--- src/rtl/alu_pkg.sv ---
// Operation codes understood by the 8-bit byte alu.
package alu_pkg;

    localparam logic [2:0] ALU_OP_SUM  = 3'd0;
    localparam logic [2:0] ALU_OP_AND  = 3'd1;
    localparam logic [2:0] ALU_OP_OR   = 3'd2;
    localparam logic [2:0] ALU_OP_XOR  = 3'd3;
    localparam logic [2:0] ALU_OP_TEST = 3'd7;

endpackage

--- src/rtl/alu_word_seq_pkg.sv ---
// Shared types for the word sequencer: word-level operation codes and FSM states.
package alu_word_seq_pkg;

    typedef enum logic [2:0] {
        WSEQ_ADD  = 3'd0,
        WSEQ_SUB  = 3'd1,
        WSEQ_AND  = 3'd2,
        WSEQ_OR   = 3'd3,
        WSEQ_XOR  = 3'd4,
        WSEQ_SLT  = 3'd5,
        WSEQ_SLTU = 3'd6,
        WSEQ_RSVD = 3'd7
    } wseq_op_t;

    typedef enum logic [1:0] {
        ST_IDLE = 2'd0,
        ST_RUN  = 2'd1,
        ST_DONE = 2'd2
    } wseq_state_t;

endpackage

--- src/rtl/alu_word_seq_flags.sv ---
// Word-level flag and final-result formation from the assembled byte results.
// Purely combinational; the inputs are all registered in the top module, so the
// outputs are stable for as long as the response is held.
module alu_word_seq_flags #(
    parameter int W = 32
) (
    input  logic         a_msb,
    input  logic         b_eff_msb,
    input  logic         r_msb,
    input  logic         carry,
    input  logic [W-1:0] result,
    input  logic         legal,
    input  logic         is_arith,
    input  logic         is_slt,
    input  logic         is_sltu,
    output logic [W-1:0] out_result,
    output logic         out_carry,
    output logic         out_ovf,
    output logic         out_zero
);

    logic ovf_raw;

    // Select the final result and flags by operation class; zero follows the final result.
    always_comb begin
        ovf_raw    = (a_msb ~^ b_eff_msb) & (a_msb ^ r_msb);
        out_result = '0;
        out_carry  = 1'b0;
        out_ovf    = 1'b0;
        if (!legal) begin
            out_result = '0;
        end else if (is_slt) begin
            out_result = {{(W-1){1'b0}}, r_msb ^ ovf_raw};
        end else if (is_sltu) begin
            out_result = {{(W-1){1'b0}}, ~carry};
        end else begin
            out_result = result;
            out_carry  = is_arith & carry;
            out_ovf    = is_arith & ovf_raw;
        end
        out_zero = (out_result == '0);
    end

endmodule

--- src/rtl/alu_word_seq.sv ---
// Word sequencer: accepts one multi-byte operation, drives the 8-bit alu one
// byte per cycle LSB first with chained carry, and returns the assembled word.
// Optional feature macro: ALU_WORD_SEQ_SLT_EN (adds SLT/SLTU, sequenced as SUB).
// Handshakes: a transfer happens on a rising edge where valid and ready are both
// high; a held response keeps every resp_* output stable until resp_ready.
module alu_word_seq
    import alu_pkg::*;
    import alu_word_seq_pkg::*;
#(
    parameter int WORD_BYTES = 4
) (
    input  logic                    clk,
    input  logic                    nrst,
    input  logic                    req_valid,
    output logic                    req_ready,
    input  logic [2:0]              req_op,
    input  logic [8*WORD_BYTES-1:0] req_a,
    input  logic [8*WORD_BYTES-1:0] req_b,
    output logic                    resp_valid,
    input  logic                    resp_ready,
    output logic [8*WORD_BYTES-1:0] resp_result,
    output logic                    resp_carry,
    output logic                    resp_ovf,
    output logic                    resp_zero,
    output logic                    resp_illegal,
    output logic [7:0]              alu_operand_0,
    output logic [7:0]              alu_operand_1,
    output logic [2:0]              alu_operation,
    output logic                    alu_carry_in,
    output logic                    alu_invert_op_1,
    input  logic [7:0]              alu_result,
    input  logic                    alu_carry_out
);

    localparam int W  = 8 * WORD_BYTES;
    localparam int IW = (WORD_BYTES > 1) ? $clog2(WORD_BYTES) : 1;
    localparam logic [IW-1:0] LAST_IDX = IW'(WORD_BYTES - 1);

    wseq_state_t   state_q, state_d;
    wseq_op_t      op_q, op_d;
    logic [W-1:0]  a_q, a_d;
    logic [W-1:0]  b_q, b_d;
    logic [W-1:0]  res_q, res_d;
    logic [IW-1:0] idx_q, idx_d;
    logic          carry_q, carry_d;

    logic [2:0]    dec_alu_op;
    logic          dec_inv;
    logic          dec_cin0;
    logic          dec_legal;
    logic          dec_arith;
    logic          dec_is_slt;
    logic          dec_is_sltu;

    logic [W-1:0]  fl_result;
    logic          fl_carry;
    logic          fl_ovf;
    logic          fl_zero;

    // Decode the latched word op into alu controls and result-formation class.
    always_comb begin
        dec_alu_op  = ALU_OP_TEST;
        dec_inv     = 1'b0;
        dec_cin0    = 1'b0;
        dec_legal   = 1'b1;
        dec_arith   = 1'b0;
        dec_is_slt  = 1'b0;
        dec_is_sltu = 1'b0;
        case (op_q)
            WSEQ_ADD: begin
                dec_alu_op = ALU_OP_SUM;
                dec_arith  = 1'b1;
            end
            WSEQ_SUB: begin
                dec_alu_op = ALU_OP_SUM;
                dec_inv    = 1'b1;
                dec_cin0   = 1'b1;
                dec_arith  = 1'b1;
            end
            WSEQ_AND: dec_alu_op = ALU_OP_AND;
            WSEQ_OR:  dec_alu_op = ALU_OP_OR;
            WSEQ_XOR: dec_alu_op = ALU_OP_XOR;
`ifdef ALU_WORD_SEQ_SLT_EN
            WSEQ_SLT: begin
                dec_alu_op = ALU_OP_SUM;
                dec_inv    = 1'b1;
                dec_cin0   = 1'b1;
                dec_is_slt = 1'b1;
            end
            WSEQ_SLTU: begin
                dec_alu_op  = ALU_OP_SUM;
                dec_inv     = 1'b1;
                dec_cin0    = 1'b1;
                dec_is_sltu = 1'b1;
            end
`endif
            default: dec_legal = 1'b0;
        endcase
    end

    // Next-state, datapath updates and alu drive for the IDLE/RUN/DONE sequence.
    always_comb begin
        state_d         = state_q;
        op_d            = op_q;
        a_d             = a_q;
        b_d             = b_q;
        res_d           = res_q;
        idx_d           = idx_q;
        carry_d         = carry_q;
        alu_operation   = ALU_OP_TEST;
        alu_operand_0   = 8'h00;
        alu_operand_1   = 8'h00;
        alu_carry_in    = 1'b0;
        alu_invert_op_1 = 1'b0;
        case (state_q)
            ST_IDLE: begin
                if (req_valid) begin
                    state_d = ST_RUN;
                    op_d    = wseq_op_t'(req_op);
                    a_d     = req_a;
                    b_d     = req_b;
                    res_d   = '0;
                    idx_d   = '0;
                    carry_d = 1'b0;
                end
            end
            ST_RUN: begin
                // An illegal op still takes the full slot but leaves the alu idle.
                if (dec_legal) begin
                    alu_operation   = dec_alu_op;
                    alu_operand_0   = a_q[8*idx_q +: 8];
                    alu_operand_1   = b_q[8*idx_q +: 8];
                    alu_invert_op_1 = dec_inv;
                    if (idx_q == '0) begin
                        alu_carry_in = dec_cin0;
                    end else if (dec_alu_op == ALU_OP_SUM) begin
                        alu_carry_in = carry_q;
                    end
                    res_d[8*idx_q +: 8] = alu_result;
                    carry_d             = alu_carry_out;
                end
                idx_d = idx_q + 1'b1;
                if (idx_q == LAST_IDX) begin
                    state_d = ST_DONE;
                end
            end
            ST_DONE: begin
                if (resp_ready) begin
                    state_d = ST_IDLE;
                end
            end
            default: state_d = ST_IDLE;
        endcase
    end

    // State and datapath registers; reset aborts any operation in flight.
    always_ff @(posedge clk or negedge nrst) begin
        if (!nrst) begin
            state_q <= ST_IDLE;
            op_q    <= WSEQ_ADD;
            a_q     <= '0;
            b_q     <= '0;
            res_q   <= '0;
            idx_q   <= '0;
            carry_q <= 1'b0;
        end else begin
            state_q <= state_d;
            op_q    <= op_d;
            a_q     <= a_d;
            b_q     <= b_d;
            res_q   <= res_d;
            idx_q   <= idx_d;
            carry_q <= carry_d;
        end
    end

    alu_word_seq_flags #(
        .W (W)
    ) u_flags (
        .a_msb      (a_q[W-1]),
        .b_eff_msb  (b_q[W-1] ^ dec_inv),
        .r_msb      (res_q[W-1]),
        .carry      (carry_q),
        .result     (res_q),
        .legal      (dec_legal),
        .is_arith   (dec_arith),
        .is_slt     (dec_is_slt),
        .is_sltu    (dec_is_sltu),
        .out_result (fl_result),
        .out_carry  (fl_carry),
        .out_ovf    (fl_ovf),
        .out_zero   (fl_zero)
    );

    // Handshake and response outputs; everything is quiet outside DONE and while in reset.
    always_comb begin
        req_ready    = nrst & (state_q == ST_IDLE);
        resp_valid   = (state_q == ST_DONE);
        resp_result  = resp_valid ? fl_result : '0;
        resp_carry   = resp_valid & fl_carry;
        resp_ovf     = resp_valid & fl_ovf;
        resp_zero    = resp_valid & fl_zero;
        resp_illegal = resp_valid & ~dec_legal;
    end

endmodule

--- config.mk ---
export PLATFORM = sky130hd
export DESIGN_NAME = alu_word_seq
export DESIGN_NICKNAME = d
export VERILOG_FILES = /design/src/rtl/alu_pkg.sv /design/src/rtl/alu_word_seq_pkg.sv /design/src/rtl/alu_word_seq_flags.sv /design/src/rtl/alu_word_seq.sv
export SDC_FILE = /design/constraint.sdc
export NUM_CORES = 1
export LEC_CHECK = 0
export BUFFER_PORTS_ARGS = -buffer_cell sky130_fd_sc_hd__buf_2
export CAP_MARGIN = 20
export CORE_ASPECT_RATIO = 1.75
export CORE_MARGIN = 2
export CORE_UTILIZATION = 50
export DETAILED_ROUTE_END_ITERATION = 8
export PLACE_DENSITY = 0.73
export SETUP_SLACK_MARGIN = 0.4
export SLEW_MARGIN = 0
export SYNTH_ARGS = -nofsm -noshare
export SYNTH_HDL_FRONTEND = slang
export SYNTH_SLANG_ARGS = --single-unit
--- constraint.sdc ---
create_clock -name clk -period 5.3 [get_ports clk]
set_clock_uncertainty 0.1 [all_clocks]
set_input_delay 0.53 -clock clk [delete_from_list [all_inputs] [get_ports clk]]
set_output_delay 0.53 -clock clk [all_outputs]
set_load 0.01 [all_outputs]
# Word-level counts from Yosys, hierarchy flattened

Index checks and enable logic that the tools add are counted.

Add/sub/neg operators: 2
Mux-type cells: 33
Equality and inequality tests: 11
Bitwise logic cells: 12
Shifts and indexed selects: 4
Reduce and logical (&&, ||, !) cells: 12

Operator list:

| cell                                                                    | number |
|---|---|
| 32-bit 2-to-1 mux                                                       | 4 |
| 32-bit one-hot mux with 2 select lines                                  | 1 |
| 32-bit by 6-bit variable part select with 8-bit output                  | 2 |
| 5-bit negator with 34-bit output                                        | 1 |
| 8-bit by 34-bit variable shift with 32-bit output, first input constant | 1 |
| 8-bit by 34-bit variable part select with 32-bit output                 | 1 |
| 32-bit bitwise mux                                                      | 1 |
| 32-bit logical NOT                                                      | 1 |
| 8-bit 2-to-1 mux                                                        | 4 |
| 1-bit 2-to-1 mux                                                        | 13 |
| 3-bit one-hot mux with 4 select lines                                   | 1 |
| 1-bit AND                                                               | 8 |
| 2-bit 2-to-1 mux                                                        | 4 |
| 3-bit by 2-bit equality test with 1-bit output, second input constant   | 2 |
| 3-bit logical NOT                                                       | 2 |
| 3-bit 2-to-1 mux                                                        | 2 |
| 2-bit != test, second input constant                                    | 3 |
| 2-bit one-hot mux with 3 select lines                                   | 1 |
| 3-bit AND reduction                                                     | 2 |
| 5-bit OR reduction                                                      | 1 |
| 2-bit equality test, second input constant                              | 2 |
| 2-bit logical NOT                                                       | 2 |
| 2-bit one-hot mux with 2 select lines                                   | 1 |
| 2-bit AND reduction                                                     | 2 |
| 11 further kinds                                                        | 12 |

Output and inout port bits: 59
Flip-flop bits (word level): 104
Word-level logic and storage cells: 81
Bits of input ports: 80

# Depth between registers and ports, before layout

Gate-level depths: netlist of run 1.

Depth in word-level cells: 8
Mapped depth: 9
Depth with buffers taken out: 6

# Modules after synthesis

From an unflattened synthesis of run 1, not the netlist that was laid out.

Cell total of the unflattened synthesis: 435
Area total of the unflattened synthesis: 5472.7 sq um

Modules (own cells, without submodules):

| module             | sequential area each (sq um) | area an instance (sq um) | instances | cells each |
|---|---|---|---|---|
| alu_word_seq       | 2602.5                       | 5109.9                   | 1         | 378 |
| alu_word_seq_flags | 0.0                          | 362.8                    | 1         | 57 |

# Worst setup path before layout of run 1

No wires, ideal clock.

Path kind: register -> register
From: register idx_q[1]
To: register res_q[16]
Setup slack: 3.018 ns
Library setup time: 0.097 ns
Path buffers: 3
Required time: 5.103 ns
Arrival time: 2.085 ns
Clock period less this slack: 2.282 ns
Cell stages (with the launch flop): 9
Cells stage by stage: dfrtp_1 -> clkbuf_1 -> buf_2 -> inv_1 -> ha_1 -> nor3b_1 -> buf_2 -> nand4_1 -> o31ai_1

Longest elaborated chain between the ends: 5
Elaborated cells on any way between the ends: 6
Classes of those cells: 1 x add/sub; 2 x shift; 3 x mux

RTL lines:

| element                                                                                                                      | RTL line            | source |
|---|---|---|
| start: declaration                                                                                                           | alu_word_seq.sv:44  | `logic [IW-1:0] idx_q, idx_d;` |
| start signal: assignment                                                                                                     | alu_word_seq.sv:172 | `idx_q <= idx_d;` |
| 5-bit negator with 34-bit output (*)                                                                                         | alu_word_seq.sv:139 | `res_d[8*idx_q +: 8] = alu_result;` |
| 8-bit by 34-bit variable part select with 32-bit output or 8-bit by 34-bit variable shift with 32-bit output (tied branches) | alu_word_seq.sv:139 |  |
| 32-bit bitwise mux (*)                                                                                                       | alu_word_seq.sv:139 |  |
| 32-bit 2-to-1 mux (*)                                                                                                        | alu_word_seq.sv:129 | `if (dec_legal) begin` |
| 32-bit one-hot mux with 2 select lines (*)                                                                                   | alu_word_seq.sv:115 | `case (state_q)` |
| end signal: assignment                                                                                                       | alu_word_seq.sv:171 | `res_q <= res_d;` |
| end: declaration                                                                                                             | alu_word_seq.sv:43  | `logic [W-1:0] res_q, res_d;` |

Mark *: on every way between the ends. The rest lies on a longest branch, timed or not. The select of a mux whose other input is x is not followed.
A chain may end at the register's enable or synchronous reset.

# Worst setup path after layout of run 1

From: register idx_q[1]
To: register res_q[20]

The elaborated chain is that of the path after synthesis.

==> metrics.md, run 1 <==
| Metric | Value |
|---|---|
| Status | completed |
| Hold Fails Final Rpt | 0 |
| Worst Path Required | ~5400 ps |
| Pwr dens | 572 mW/mm2 |
| Gr ovfl total | 0 |
| Sequential share of power | 37.1% |
| Fraction of registers with async set/reset | 100% |
| Cts hold-fix bufs | 0 |
| Later-pin clock latency in the skew report | about 350 ps |
| Design Power | approximately 3500 uW |
| FF+latch count, synth | roughly 100 |
| Vias in the first global route | 4386 |
| Post-Syn Area | 0.00505 mm2 |
| Internal power | approximately 2200 uW |
| Maximum buffer depth of the clock tree | 2 |
| Vias | approximately 4300 |
| Chip width | between 70 and 80 um |
| Main flop type after synthesis | dfrtp_1 |
| Delay-heaviest family, CP | simple AND/OR/NAND/NOR gates |
| Worst r2r dst | res_q[20]$_DFFE_PN0P_ |
| Final worst-path cycle share | 64.0% |
| Clk pwr share | 21.8% |
| Switch share | 38.5% |
| H-tree depth | 3 |
| CP Launch Type | flop |
| Max cap viols | 0 |
| Clock slew at reported path FFs | around 70 ps |
| Crit path kind | reg -> reg |
| Site row count | 48 |
| Total track usage | 25.3% |
| Reg2Reg Depth | 5 |
| Drt total wl | 13000 um |
| Synth Instances | 567 |
| Inserted Diodes | 0 |
| Yosys warnings | 0 |
| Final setup violation count | 0 |
| Hpwl dp | just over 9000 um |
| Port bufs | about 140 |
| DRT Pass-1 Iters | 4 |
| Max IR drop VDD | about 0.00035 V |
| Core footprint | 0.00985 mm2 |
| Placer Congestion | around 0.9 |
| Nets | roughly 770 |
| Post-cts sizing count | 0 |
| Worst-path fanout max | 19 |
| Post-synth EDFFs | 0 |
| Setup Buffers After CTS | 0 |
| Die Area | approximately 0.011 mm2 |
| Library cells used by synthesis | 32 |
| Worst-Margin Slew | about 1100 ps |
| Post-route ant nets | 0 |
| Leakage power | between 0.003 and 0.004 uW |
| Fill cells | slightly below 900 |
| Hold WC Path Type | in -> async |
| CP cell instances | inv_1, ha_1, nor3b_1, nand4_1, o31ai_1 |
| Initial antenna violation count | 0 |
| Crit. Startpoint | idx_q[1]$_DFFE_PN0P_ |
| Layout cells sized above 1 | 26.4% |
| CTS tree | done |
| Crit path depth | 5 |
| Worst setup path endpoint | res_q[20]$_DFFE_PN0P_ |
| Routed len/inst | about 16 um |
| CTS root buf | clkbuf_16 |
| Chip height | 137 um |
| Initial Utilization | between 50% and 60% |
| First-pass GRT wire length | 21000 um |
| Final min period | approximately 3400 ps |
| TritonCTS Buffers | 9 |
| Area growth, synth to finish | 22.6% |
| Worst EP arrival | between 3000 and 4000 ps |
| Setup_tns | 0 ps |
| Buf/Inv on CP | 1 |
| RSZ-0062 raised after global routing | false |
| Drt initial violations | between 200 and 250 |
| Drt via density | around 5.3 |
| CP peak stage delay | 950 ps |
| Syn_nets | approximately 650 |
| TritonCTS Sinks | 104 |
| Crit Reg-Reg Startpoint | idx_q[1]$_DFFE_PN0P_ |
| Setup crit end kind | flop |
| Fmax achieved | approximately 0.3 GHz |
| Sequential fraction of the synthesis area | roughly 52% |
| Largest net degree at the start of global routing | around 70 |
| # IOs | 139 |
| R2R Setup Slk | roughly 1900 ps |
| Slew Limit Fails | 0 |
| Switching pwr | approximately 1400 uW |
| Critical path's slowest cell | dfrtp_1 |
| DRC violations left | 0 |
| Slew HR | roughly 28% |
| Logic pwr share | around two fifths |
| Syn_area_per_cell | a little under 9 um2 |
synth_stat cells (2+ instances only):
cell type    n  area (um2)
dfrtp_1    104        2600
buf_2        7        35.0
o21ai_1      4        20.0
nor3b_1      2        15.0
nand2b_1     2        12.5
nand2_1    230         863
clkbuf_1    28         105
or2_1        2        12.5
nor4_1      10        62.6
inv_1       12        45.0
and2_1      33         206
nor2_1       7        26.3
nor2b_1      3        18.8
ha_1         4        50.1
o31ai_1      9        67.6
nand4_1      3        18.8
o21ai_0     58         290
nand3_1      3        15.0
mux4_2      16         360
nor4b_1      2        17.5
or2_0        2        12.5
and3_1      16         100
cell families (layout without fill, tap and decap cells):
| group | after synthesis | in the layout | synth area share [%] |
|---|---|---|---|
| muxes | 17 | 17 | 7.34 |
| AOI/OAI and AO/OA | 74 | 74 | 7.91 |
| xor gates and xnor gates | 1 | 1 | 0.174 |
| buffers and inverters | 48 | 173 | 3.74 |
| and+or+nand+nor | 319 | 319 | 28.3 |
| DFF | 104 | 104 | 51.6 |
| adders and majority gates | 4 | 4 | 0.992 |
stage by stage:
step | hold WS, ps | utilization [%] | std cells | setup slack, ps | instance area, um2
after detailed placement | 359 | 59.2 | 801 | 1960 | 5830
after floorplan | 134 | - | 567 | 3020 | 5050
final | 117 | 62.8 | 817 | 1910 | 6190
after global routing | 166 | 62.8 | 817 | 1570 | 6190
after CTS | 138 | 62.8 | 817 | 1930 | 6190
after global placement | 353 | 59.0 | 800 | 2150 | 5810
cell usage in the layout, fill, tap and decap left out, drive strengths merged, types with 4 or more instances in the layout:
master | netlist | final
and2 | 33 | 33
nor2 | 7 | 7
and3 | 16 | 16
nand2 | 230 | 230
mux4 | 16 | 16
or2 | 4 | 4
ha | 4 | 4
nor4 | 10 | 10
clkbuf | 28 | 11
dfrtp | 104 | 104
inv | 12 | 12
o31ai | 9 | 9
o21ai | 62 | 62
buf | 8 | 145
metal layers:
| layer | vias to the layer above | GRT usage [%] | share of wire [%] |
|---|---|---|---|
| met5 | - | 0 | 0 |
| met4 | 0 | 13.6 | 4.1 |
| met3 | 36 | 4.49 | 4.5 |
| met2 | 137 | 44.1 | 54 |
| met1 | 2066 | 29.1 | 38 |
| li1 | 2104 | - | - |
worst reg2reg max path, cell delays in order, from the launching register on:
cell and delay (ps):
dfrtp_1 950, inv_1 200, ha_1 280, nor3b_1 890, nand4_1 490, o31ai_1 380
state kept, by name, summed over array words and instances (netlist names):
register / count
b_q: 32
state_q: 2
a_q: 32
res_q: 32
op_q: 3
carry_q: 1
idx_q: 2
worst min path at each step:
stage,start,to,slack (ps),cells past startpoint
floorplan,nrst,a_q[0]$_DFFE_PN0P_,130,0
global placement,a_q[15]$_DFFE_PN0P_,a_q[15]$_DFFE_PN0P_,350,2
detailed placement,a_q[29]$_DFFE_PN0P_,a_q[29]$_DFFE_PN0P_,360,2
CTS,nrst,carry_q$_DFFE_PN0P_,140,1
global route,nrst,a_q[13]$_DFFE_PN0P_,170,1
finish,nrst,a_q[30]$_DFFE_PN0P_,120,1
cell type report:
type	instances	area [um2]	area share [%]
repair buffers	145	758	12.3
clock buffers	11	253	4.08
flip-flops and latches	104	2600	42.1
multi-input cells	415	2270	36.7
well taps	125	156	2.53
inverters	12	45.0	0.728
clock inverters	5	103	1.66
power by group through the flow:
stage | clock, uW | sequential [uW] | combinational (uW)
global route | 821 | 1360 | 1630
global placement | 0 | 1310 | 1410
floorplan | 0 | 1230 | 1080
finish | 773 | 1320 | 1450
CTS | 783 | 1310 | 1470
detailed placement | 0 | 1320 | 1460
No activity file was read; power rests on OpenSTA's default activity.
==> run 2: changes to the inputs <==
--- a/config.mk
+++ b/config.mk
@@ -5,11 +5,12 @@
 export SDC_FILE = /design/constraint.sdc
 export NUM_CORES = 1
 export LEC_CHECK = 0
+export ABC_AREA = 1
 export BUFFER_PORTS_ARGS = -buffer_cell sky130_fd_sc_hd__buf_2
 export CAP_MARGIN = 20
 export CORE_ASPECT_RATIO = 1.75
 export CORE_MARGIN = 2
-export CORE_UTILIZATION = 50
+export CORE_UTILIZATION = 48
 export DETAILED_ROUTE_END_ITERATION = 8
 export PLACE_DENSITY = 0.73
 export SETUP_SLACK_MARGIN = 0.4
==> constraint.sdc (replaced) <==
create_clock -name clk -period 3.1 [get_ports clk]
set_clock_uncertainty 0.1 [all_clocks]
set_input_delay 0.31 -clock clk [delete_from_list [all_inputs] [get_ports clk]]
set_output_delay 0.31 -clock clk [all_outputs]
set_load 0.01 [all_outputs]
==> run 2 against run 1 <==
Against the previous run: the flow now finishes with violations (negative hold slack); critical path type is now reg -> out; global-route usage shrank 1.0 points; via count grew 18%; critical path depth is the same.
==> metrics.md, run 2 <==
| Metric | Value |
|---|---|
| Initial antenna violation count | 0 (unchanged) |
| Initial Utilization | 49.5% (-1.8 points) |
| Drt via density | 5.26 (-1.1%) |
| Max IR drop VDD | 0.000612 V (+77%) |
| Synth Instances | 715 (+26%) |
| Core footprint | 0.0107 mm2 (+8.6%) |
| Worst-Margin Slew | 785 ps (-297 ps) |
| Hpwl dp | 10500 um (+12%) |
| Later-pin clock latency in the skew report | 340 ps (about the same) |
| Setup_tns | 0 ps (unchanged) |
| Crit Reg-Reg Startpoint | idx_q[0]$_DFFE_PN0P_ |
| Library cells used by synthesis | 30 (-6.3%) |
| Area growth, synth to finish | 20.5% |
| TritonCTS Sinks | 104 (unchanged) |
| Drt total wl | 14200 um (+9.5%) |
| Inserted Diodes | 0 (unchanged) |
| Chip height | 143 um (+4.4%) |
| Crit path kind | reg -> out |
| Leakage power | 0.00336 uW (+1.3%) |
| Post-route ant nets | 0 (unchanged) |
| H-tree depth | 3 (unchanged) |
| Routed len/inst | 14.6 um (-8.0%) |
| Die Area | 0.0119 mm2 (+8.8%) |
| Layout cells sized above 1 | 21.6% (-4.8 points) |
| Nets | 921 (+19%) |
| Syn_area_per_cell | 7.40 um2 (-17%) |
| Post-synth top cells | 257 x nand2_1, 104 x dfrtp_1, 93 x nor2_1, 76 x o21ai_0, 40 x inv_1 |
| Vias in the first global route | 4943 (+13%) |
| Final Non-Filler Cells | 972 (+19%) |
| RSZ-0062 raised after global routing | false |
| Post-cts sizing count | 0 (unchanged) |
| TritonCTS Buffers | 9 (unchanged) |
| Worst r2r dst | res_q[5]$_DFFE_PN0P_ |
| Reg2Reg Depth | 6 (+1) |
| Setup crit end kind | output port |
| Drt initial violations | 337 (+65%) |
| Post-synth top area share | 49.2% (-2.4 points) |
| Pwr dens | 988 mW/mm2 (+73%) |
| Main flop type after synthesis | dfrtp_1 |
| Adder-cell share of the synthesized area | 0.946% (-0.046 points) |
| Worst-path fanout max | 36 (+17) |
| DRC violations left | 0 (unchanged) |
| Post-synthesis mux area share | 0% (-7.3 points) |
| Slew Limit Fails | 0 (unchanged) |
| Hold WC Path Type | in -> async |
| Post-synth top area cell | dfrtp_1 |
| Post-synth EDFFs | 0 (unchanged) |
| CTS tree | done |
| Chip width | 83.4 um (+4.3%) |
| Fmax achieved | 0.396 GHz |
| Final worst-path cycle share | 81.5% |
| # IOs | 139 (unchanged) |
| Top flop regs | a_q: 32 flops, b_q: 32 flops, res_q: 32 flops |
| XOR/XNOR share of the synthesized area | 0.331% (+0.16 points) |
| Setup Buffers After CTS | 0 (unchanged) |
| Worst Path Required | 2690 ps (-2750 ps) |
| Status | complete, but fails checks |
| Fraction of registers with async set/reset | 100% (unchanged) |
| CP Launch Type | flop |
| Vias | 5111 (+18%) |
| Final min period | 2530 ps |
| Syn_nets | 799 (+23%) |
| Placer Congestion | 0.887 (+1.3%) |
| Most common cell after layout, fill and taps aside | nand2_1 |
| Final setup violation count | 0 (unchanged) |
| Top cells by area, synth | dfrtp_1 49%, nand2_1 18%, o21ai_0 7.2%, nor2_1 6.6%, inv_1 2.8% |
| Port bufs | 138 (unchanged) |
| Post-Syn Area | 0.00529 mm2 (+4.8%) |
| Sequential fraction of the synthesis area | 49.2% (-2.4 points) |
| FF+latch count, synth | 104 (unchanged) |
| Slew HR | 47.3% (+20 points) |
| R2R Setup Slk | 710 ps (-1200 ps) |
| Maximum buffer depth of the clock tree | 2 (unchanged) |
| Final setup margin | 572 ps (-1330 ps) |
| Cts hold-fix bufs | 0 (unchanged) |
| Largest family of logic cells by synthesized area | simple AND/OR/NAND/NOR gates |
| Max cap viols | 0 (unchanged) |
| Largest net degree at the start of global routing | 58 (-18%) |
| Fin Hold WS | -15.3 ps (-133 ps) |
| DRT Pass-1 Iters | 5 (+1) |
| CTS root buf | clkbuf_16 |
| Commonest cells after routing, fill and taps aside | 257 x nand2_1, 137 x buf_2, 104 x dfrtp_1 |
| Final Util | 59.6% (-3.2 points) |
| Cell count after placement | 956 (+19%) |
| Clock slew at reported path FFs | 70 ps (about the same) |
| Worst EP arrival | 2120 ps (-1420 ps) |
| Hold Fails Final Rpt | 7 (+7) |
| Pre-CTS WS | 792 ps (-1170 ps) |
| Failing checks | negative hold slack |
| Gr ovfl total | 0 (unchanged) |
| Compound-gate portion of the synthesized area | 11.0% (+3.1 points) |
| Yosys warnings | 0 (unchanged) |
| First-pass GRT wire length | 23100 um (+9.8%) |
| Total track usage | 24.3% (-1.0 points) |
| Most frequent cell after synthesis | nand2_1 |
| Simple-gate area share of the yosys netlist | 31.6% (+3.3 points) |
| Site row count | 50 (+4.2%) |
run 2: per-layer routing:
layer,GRT usage [%],share of wire (%),vias to the layer above,routed length (um)
met1,28.2,39,2342,5520
met4,12.6,3.8,0,545
met2,43.1,51,219,7310
met5,0,0,-,0
li1,-,-,2511,-
met3,3.70,5.8,39,819
run 2: critical path, cell delays in order, from the launching register on:
cell and delay, ps:
dfrtp_1 700, clkinv_1 190, buf_4 290, o21ai_0 290, a21oi_1 140, buf_2 160
run 2: final cells by class:
type	instances	area, um2
Fill cell	1027	4320
Sequential cell	104	2600
Multi-Input combinational cell	525	2330
Timing Repair Buffer	150	796
Clock buffer	10	229
Inverter	47	179
Tap cell	130	163
Clock inverter	6	83.8
run 2: worst max-delay path by stage:
stage,from,to,depth (start not counted)
floorplan,idx_q[0]$_DFFE_PN0P_,res_q[24]$_DFFE_PN0P_,9
global placement,idx_q[0]$_DFFE_PN0P_,res_q[2]$_DFFE_PN0P_,6
finish,idx_q[0]$_DFFE_PN0P_,alu_operand_0[2],5
CTS,op_q[0]$_DFFE_PN0P_,resp_result[13],4
global route,idx_q[0]$_DFFE_PN0P_,alu_operand_0[2],5
detailed placement,idx_q[0]$_DFFE_PN0P_,res_q[5]$_DFFE_PN0P_,6
run 2: cells by family after synthesis:
logic type,count (synthesis)
simple gates,407
compound gates,112
flops,104
buf+inv,86
fa+ha+maj,4
xor+xnor,2
run 2: metrics by stage:
stage | power (uW) | instance area, um2
finish | 6300 | 6380
floorplan | 4280 | 5290
CTS | 6320 | 6380
detailed placement | 5110 | 6070
global placement | 5030 | 6070
global route | 6820 | 6380
run 2: power by group:
group,switching [uW],internal (uW)
combinational,1980,926
sequential,338,1870
clock,479,705
total,2800,3500
